[config.mk]
export PLATFORM = sky130hd
export DESIGN_NAME = data_mem_arbiter
export DESIGN_NICKNAME = d
export VERILOG_FILES = /design/src/rtl/data_mem_arb_pkg.sv /design/src/rtl/data_mem_arb_starve.sv /design/src/rtl/data_mem_arbiter.sv
export SDC_FILE = /design/constraint.sdc
export NUM_CORES = 1
export LEC_CHECK = 0
export CAP_MARGIN = 10
export CORE_MARGIN = 4
export CORE_UTILIZATION = 30
export CTS_BUF_LIST = sky130_fd_sc_hd__clkbuf_4 sky130_fd_sc_hd__clkbuf_8
export CTS_CLUSTER_DIAMETER = 50
export DETAILED_ROUTE_END_ITERATION = 12
export GPL_ROUTABILITY_DRIVEN = 0
export GPL_TIMING_DRIVEN = 0
export MAX_ROUTING_LAYER = met4
export PLACE_DENSITY = 0.89
export SLEW_MARGIN = 20
export SYNTH_ARGS = -nofsm -noshare
export SYNTH_HDL_FRONTEND = slang
export SYNTH_SLANG_ARGS = --single-unit
[constraint.sdc]
create_clock -name clk_i -period 2.1 [get_ports clk_i]
set_input_delay 0.21 -clock clk_i [delete_from_list [all_inputs] [get_ports clk_i]]
set_output_delay 0.21 -clock clk_i [all_outputs]
set_load 0.1 [all_outputs]
[src/rtl/data_mem_arb_pkg.sv]
// Shared types and default sizes for the data memory arbiter.
// Owner tags route registered read data back to the issuing requester.
package data_mem_arb_pkg;

  localparam int ADDR_W_DEF     = 16;
  localparam int DATA_W_DEF     = 16;
  localparam int MEM_DEPTH_DEF  = 512;
  localparam int STARVE_MAX_DEF = 4;
  localparam int LOCK_MAX_DEF   = 16;

  typedef enum logic [1:0] {
    OWN_NONE,
    OWN_CPU,
    OWN_AES
  } owner_t;

  typedef enum logic {
    ARB,
    LOCKED
  } arb_state_t;

endpackage

[src/rtl/data_mem_arb_starve.sv]
// Saturating count of consecutive cycles AES was denied.
// at_max_o forces the next AES request to win arbitration.
module data_mem_arb_starve #(
  parameter int MAX = 4
) (
  input  logic clk_i,
  input  logic rst_n_i,
  input  logic clr_i,
  input  logic inc_i,
  output logic at_max_o
);

  localparam int W = $clog2(MAX + 1);

  logic [W-1:0] cnt_q, cnt_d;

  assign at_max_o = (cnt_q == W'(MAX));

  always_comb begin
    cnt_d = cnt_q;
    if (clr_i)
      cnt_d = '0;
    else if (inc_i && !at_max_o)
      cnt_d = cnt_q + W'(1);
  end

  always_ff @(posedge clk_i or negedge rst_n_i) begin
    if (!rst_n_i) cnt_q <= '0;
    else          cnt_q <= cnt_d;
  end

endmodule

[src/rtl/data_mem_arbiter.sv]
// CPU / AES arbiter for the shared single-port data memory,
// with AES burst lock, lock timeout and starvation guard.
module data_mem_arbiter
  import data_mem_arb_pkg::*;
#(
  parameter int ADDR_W     = ADDR_W_DEF,
  parameter int DATA_W     = DATA_W_DEF,
  parameter int MEM_DEPTH  = MEM_DEPTH_DEF,
  parameter int STARVE_MAX = STARVE_MAX_DEF,
  parameter int LOCK_MAX   = LOCK_MAX_DEF
) (
  input  logic              clk_i,
  input  logic              rst_n_i,
  input  logic              cpu_req_i,
  input  logic              cpu_we_i,
  input  logic [ADDR_W-1:0] cpu_addr_i,
  input  logic [DATA_W-1:0] cpu_wdata_i,
  output logic              cpu_gnt_o,
  output logic              cpu_rvalid_o,
  output logic [DATA_W-1:0] cpu_rdata_o,
  input  logic              aes_req_i,
  input  logic              aes_we_i,
  input  logic [ADDR_W-1:0] aes_addr_i,
  input  logic [DATA_W-1:0] aes_wdata_i,
  input  logic              aes_lock_i,
  output logic              aes_gnt_o,
  output logic              aes_rvalid_o,
  output logic [DATA_W-1:0] aes_rdata_o,
  output logic [ADDR_W-1:0] mem_addr_o,
  output logic [DATA_W-1:0] mem_wr_data_o,
  output logic              mem_wr_en_o,
  input  logic [DATA_W-1:0] mem_rd_data_i,
  output logic              err_oob_o,
  output logic              lock_to_o
);

  localparam int LW = $clog2(LOCK_MAX + 1);

  arb_state_t  state_q, state_d;
  logic [LW-1:0] lock_cnt_q, lock_cnt_d;
  logic        lock_to_q, lock_to_d;
  owner_t      rd_own_q, rd_own_d;
  logic        rd_oob_q, rd_oob_d;
  logic        err_q, err_d;

  logic              cpu_gnt, aes_gnt, win;
  logic              win_we, inb;
  logic [ADDR_W-1:0] win_addr;
  logic [DATA_W-1:0] win_wdata;
  logic              starve_max, starve_inc;

  assign starve_inc = (state_q == ARB) & aes_req_i & ~aes_gnt;

  data_mem_arb_starve #(
    .MAX (STARVE_MAX)
  ) u_starve (
    .clk_i    (clk_i),
    .rst_n_i  (rst_n_i),
    .clr_i    (~starve_inc),
    .inc_i    (starve_inc),
    .at_max_o (starve_max)
  );

  always_comb begin
    cpu_gnt    = 1'b0;
    aes_gnt    = 1'b0;
    state_d    = state_q;
    lock_cnt_d = lock_cnt_q;
    lock_to_d  = lock_to_q;
    unique case (state_q)
      ARB: begin
        aes_gnt = aes_req_i & (~cpu_req_i | starve_max);
        cpu_gnt = cpu_req_i & ~aes_gnt;
        if (aes_gnt && aes_lock_i) begin
          state_d    = LOCKED;
          lock_cnt_d = '0;
        end
      end
      LOCKED: begin
        aes_gnt    = aes_req_i;
        lock_cnt_d = lock_cnt_q + LW'(1);
        // Dropping lock ends the burst whether or not AES requests.
        if (!aes_lock_i) begin
          state_d = ARB;
        end else if (lock_cnt_q == LW'(LOCK_MAX - 1)) begin
          state_d   = ARB;
          lock_to_d = 1'b1;
        end
      end
    endcase
  end

  always_comb begin
    win_addr  = '0;
    win_wdata = '0;
    win_we    = 1'b0;
    rd_own_d  = OWN_NONE;
    unique case (1'b1)
      cpu_gnt: begin
        win_addr  = cpu_addr_i;
        win_wdata = cpu_wdata_i;
        win_we    = cpu_we_i;
        rd_own_d  = cpu_we_i ? OWN_NONE : OWN_CPU;
      end
      aes_gnt: begin
        win_addr  = aes_addr_i;
        win_wdata = aes_wdata_i;
        win_we    = aes_we_i;
        rd_own_d  = aes_we_i ? OWN_NONE : OWN_AES;
      end
      default: ;
    endcase
  end

  assign win      = cpu_gnt | aes_gnt;
  assign inb      = {1'b0, win_addr} < (ADDR_W + 1)'(MEM_DEPTH);
  assign rd_oob_d = ~inb;
  assign err_d    = win & ~inb;

  assign cpu_gnt_o     = cpu_gnt;
  assign aes_gnt_o     = aes_gnt;
  assign mem_addr_o    = win_addr;
  assign mem_wr_data_o = win_wdata;
  assign mem_wr_en_o   = win_we & inb;

  assign cpu_rvalid_o = (rd_own_q == OWN_CPU);
  assign aes_rvalid_o = (rd_own_q == OWN_AES);
  assign cpu_rdata_o  = (cpu_rvalid_o && !rd_oob_q) ? mem_rd_data_i : '0;
  assign aes_rdata_o  = (aes_rvalid_o && !rd_oob_q) ? mem_rd_data_i : '0;
  assign err_oob_o    = err_q;
  assign lock_to_o    = lock_to_q;

  always_ff @(posedge clk_i or negedge rst_n_i) begin
    if (!rst_n_i) begin
      state_q    <= ARB;
      lock_cnt_q <= '0;
      lock_to_q  <= 1'b0;
      rd_own_q   <= OWN_NONE;
      rd_oob_q   <= 1'b0;
      err_q      <= 1'b0;
    end else begin
      state_q    <= state_d;
      lock_cnt_q <= lock_cnt_d;
      lock_to_q  <= lock_to_d;
      rd_own_q   <= rd_own_d;
      rd_oob_q   <= rd_oob_d;
      err_q      <= err_d;
    end
  end

endmodule

==> out/results.env <==
CTS_MAX_PATH_BUFFERS=2
ANT_NETS=0
SETUP.WORST_PATH.END_CLASS='output port'
YOSYS_WARNINGS=0
HOLD_BUFFERS=0
FIRST_GLOBAL_VIAS=1569
HOLD_VIOL_FINAL=0
PORT_BUF_INSERTS=157
YS_FF_LATCH=14
POST-ROUTE-MIN-PERIOD_PS=2120
LARGEST_NET_DEGREE_AT_THE_START_OF_GLOBAL_ROUTING=15
WORST-SLEW-PIN-TRANSITION_PS=1030
VIOLATED_CHECKS='negative setup slack'
FINALWIRELENGTH_UM=6570
CLOCK_SKEWS_PS=0.528
CELLLEAKAGEPOWER_uW=0.00148
CRIT_PATH_CELL_TRACE='inv_2 -> ha_4 -> nand2_4 -> a211o_1 -> a222oi_1 -> clkbuf_8'
DRT_DRC_VIOLATIONS_LEFT=0
IR_DROP_uV=458
FINAL_MAX_SLEW_VIOL_COUNT=0
NUM-FILL-CELLS=319
GRT_PASS1_WL_UM=8200
WORSTSETUPSTARTPOINTTYPE='flop'
CTS_INSERTED_BUFFERS=3
CLOCK_LATENCY_PS=240
GLOBALROUTETOTALUTIL=0.196
FP.DIEH_UM=75.0
SYNTH.CELL_AREA_MM2=0.00135
SYNTH_EDF_COUNT=0
COREAREA_MM2=0.00435
SYN-INSTANCE-COUNT=141
DETAILEDPLACE.WORSTSLACK_PS=-934
ANTENNA_FOUND_INITIAL=0
LAYOUT_CELLS_SIZED_ABOVE_1=0.542
PLACEMENTROWS=24
CLASSIFICATION_OF_THE_WORST_SETUP_PATH='reg -> out'
R2R_START='u_starve.cnt_q[0]$_DFFE_PN0P_'
UNREPAIRED_SETUP_ENDPOINTS_AFTER_GLOBAL_ROUTING='true'
DIEAREA_MM2=0.00563
WORST_PATH_MAX_DELAY_CELL='dfrtp_1'
WORST_R2R_ENDPOINT='lock_cnt_q[0]$_DFFE_PN0P_'
AREA_OF_THE_MULTI_INPUT_GATES_MM2=0.00100
CRITPATHARRIVALTIME_PS=1910
R2R_SLACK_PS=600
WORST-R2R-CELL-COUNT=5
FINAL_CORE_UTILIZATION=0.749
ASYNC_RESET_FF_FRAC=1.00
NETS=398
STATUS='finished with violations'
ANTENNADIODECOUNT=0
FINAL_MIN_PERIOD_OVER_CLOCK_PERIOD=1.01
PLACE_HPWL_UM=5290
LAYOUT_SETUP_WS_PS=-19.1
VIAS=1727
CRITPATHMAXFANOUT=4
WORST_HOLD_PATH_TYPE='in -> async'
ROUTED_VIA_DENSITY=4.82
FIRSTDRTPASSITERS=4
CRITICAL-PATH-MAX-STAGE-DELAY_PS=400
WIRE_PER_INST_UM=18.3
SEQ_AREA_UM2=350
INITIAL_CORE_UTIL=0.309
HTREE_LEVELS=1
SYN-MEAN-INSTANCE-AREA_UM2=9.56
POWER.DENSITY_mW_PER_MM2=552
CRIT_PATH_END='mem_wr_en_o'
CRIT_REQUIRED_PS=1890
AREA_DELTA_SYNTH_FINAL_PCT=142
SLEW_HEADROOM=0.308
POSTSYNTHNETCOUNT=232
NETLIST-CELL-TYPE-COUNT=36
CTS.CLK_SLEW.WORST_PATHS_PS=60
IOPINCOUNT=158
INITIALDRTVIOLATIONCOUNT=66
CTS_ROOT_BUF='clkbuf_8'
FLOORPLAN.DIE.WIDTH_UM=75.0
TRITONCTS='done'
SYNTH_FF_TYPE='dfrtp_1'
GLOBALROUTEOVERFLOWTOTAL=0
F_MAX_GHz=0.472
TIMING.FINAL.SETUP_VIOLATIONS=1
SYNTH_SEQUENTIAL_AREA_RATIO=0.260
SETUP.WORST_PATH.START='u_starve.cnt_q[0]$_DFFE_PN0P_'
MAX_CAP_VIOLATIONS=0
CLOCK_SINK_COUNT=14
[worst min-delay path by stage]
stage / from / endpoint / slack, ps
after global routing: rst_n_i / u_starve.cnt_q[2]$_DFFE_PN0P_ / 400
final: rst_n_i / lock_to_o$_DFFE_PN0P_ / 350
after global placement: lock_to_o$_DFFE_PN0P_ / lock_to_o$_DFFE_PN0P_ / 460
after detailed placement: u_starve.cnt_q[0]$_DFFE_PN0P_ / u_starve.cnt_q[0]$_DFFE_PN0P_ / 470
after floorplan: rst_n_i / err_oob_o$_DFF_PN0_ / -90
after CTS: rst_n_i / lock_to_o$_DFFE_PN0P_ / 370
[worst max-delay path: cells and delay by family (launching register included)]
family	cells	cell delay, ps
compound gates	2	620
flops	1	400
buf+inv	2	400
fa+ha+maj	1	170
simple gates	1	70
[cell type report]
cell class,count,share of cell area
plain buffers,9,0.0253
clock buffers,4,0.0169
inverters,7,0.00806
multi-input cells,111,0.308
flip-flops and latches,14,0.107
well taps,52,0.0200
repair buffers,161,0.514
[layout by cell type (no fill, tap or decap), types with 2 or more instances in the layout]
master / instances
inv_2: 3
nand2_1: 2
nor3_1: 3
clkdlybuf4s50_1: 88
nor2_1: 3
clkbuf_2: 2
buf_12: 4
and2b_1: 2
buf_6: 17
clkdlybuf4s15_2: 12
ha_1: 3
and2_2: 22
a22o_1: 4
dfrtp_1: 14
nand3_1: 2
buf_4: 25
buf_8: 14
a22o_2: 34
inv_1: 4
nor2b_4: 3
clkbuf_4: 3
dlygate4sd2_1: 2
buf_2: 2
clkbuf_8: 5
and2_4: 10
[cells in the mapped netlist, types with 2 or more instances]
library cell	n	area [um^2]
and2b_1	2	15.0
nor2b_1	3	18.8
nand2_1	2	7.51
a22o_2	34	340
nor3_1	3	15.0
buf_6	3	33.8
nor2_1	3	11.3
a22o_1	4	35.0
nand3_1	2	10.0
nor4_1	2	12.5
inv_1	7	26.3
buf_2	2	10.0
clkbuf_1	2	7.51
and2_1	33	206
buf_4	2	15.0
ha_1	4	50.1
dfrtp_1	14	350
[cell families after synthesis]
family / synth area share
adder cells (fa/ha/maj): 0.0371
buffers and inverters: 0.0687
flip-flops: 0.260
AO/OA/AOI/OAI: 0.344
multiplexers: 0.0158
AND/OR/NAND/NOR: 0.262
XOR/XNOR: 0.0130
[through the flow]
step / total power (uW) / instance area [um^2] / TNS (ps) / hold slack (ps) / cells
CTS: 1750 / 3100 / -7.86 / 367 / 354
global placement: 1460 / 3080 / -40070 / 456 / 350
floorplan: 1120 / 1440 / -1410 / -85.6 / 141
global route: 1870 / 3260 / -947 / 397 / 358
detailed placement: 1470 / 3080 / -42520 / 472 / 350
finish: 1800 / 3260 / -19.1 / 351 / 358
[state kept, by name, indices dropped and copies added, names as in the netlist]
signal,flops
lock_to_o,1
u_starve.cnt_q,3
rd_oob_q,1
state_q,1
err_oob_o,1
rd_own_q,2
lock_cnt_q,5
[repair_timing]
item | CTS | global route
setup buffers | 0 | 4
pin swaps | 0 | 3
gates resized for setup | 394 | 37
endpoints found under the setup margin | 69 | 54
[where the power goes]
part / leakage (uW) / switching (uW) / internal, uW
Clock: 0.0000288 / 91.2 / 166
Combinational: 0.00127 / 773 / 444
Sequential: 0.000184 / 25.7 / 299
Total: 0.00148 / 890 / 909
[routing by layer]
layer	vias up	global-route usage	share of wire
met3	9	0.0454	0.089
li1	855	-	-
met1	785	0.223	0.35
met4	0	0.0316	0.010
met2	78	0.355	0.55
met5	-	-	0
Note: power is estimated with default switching activity, not from simulation.
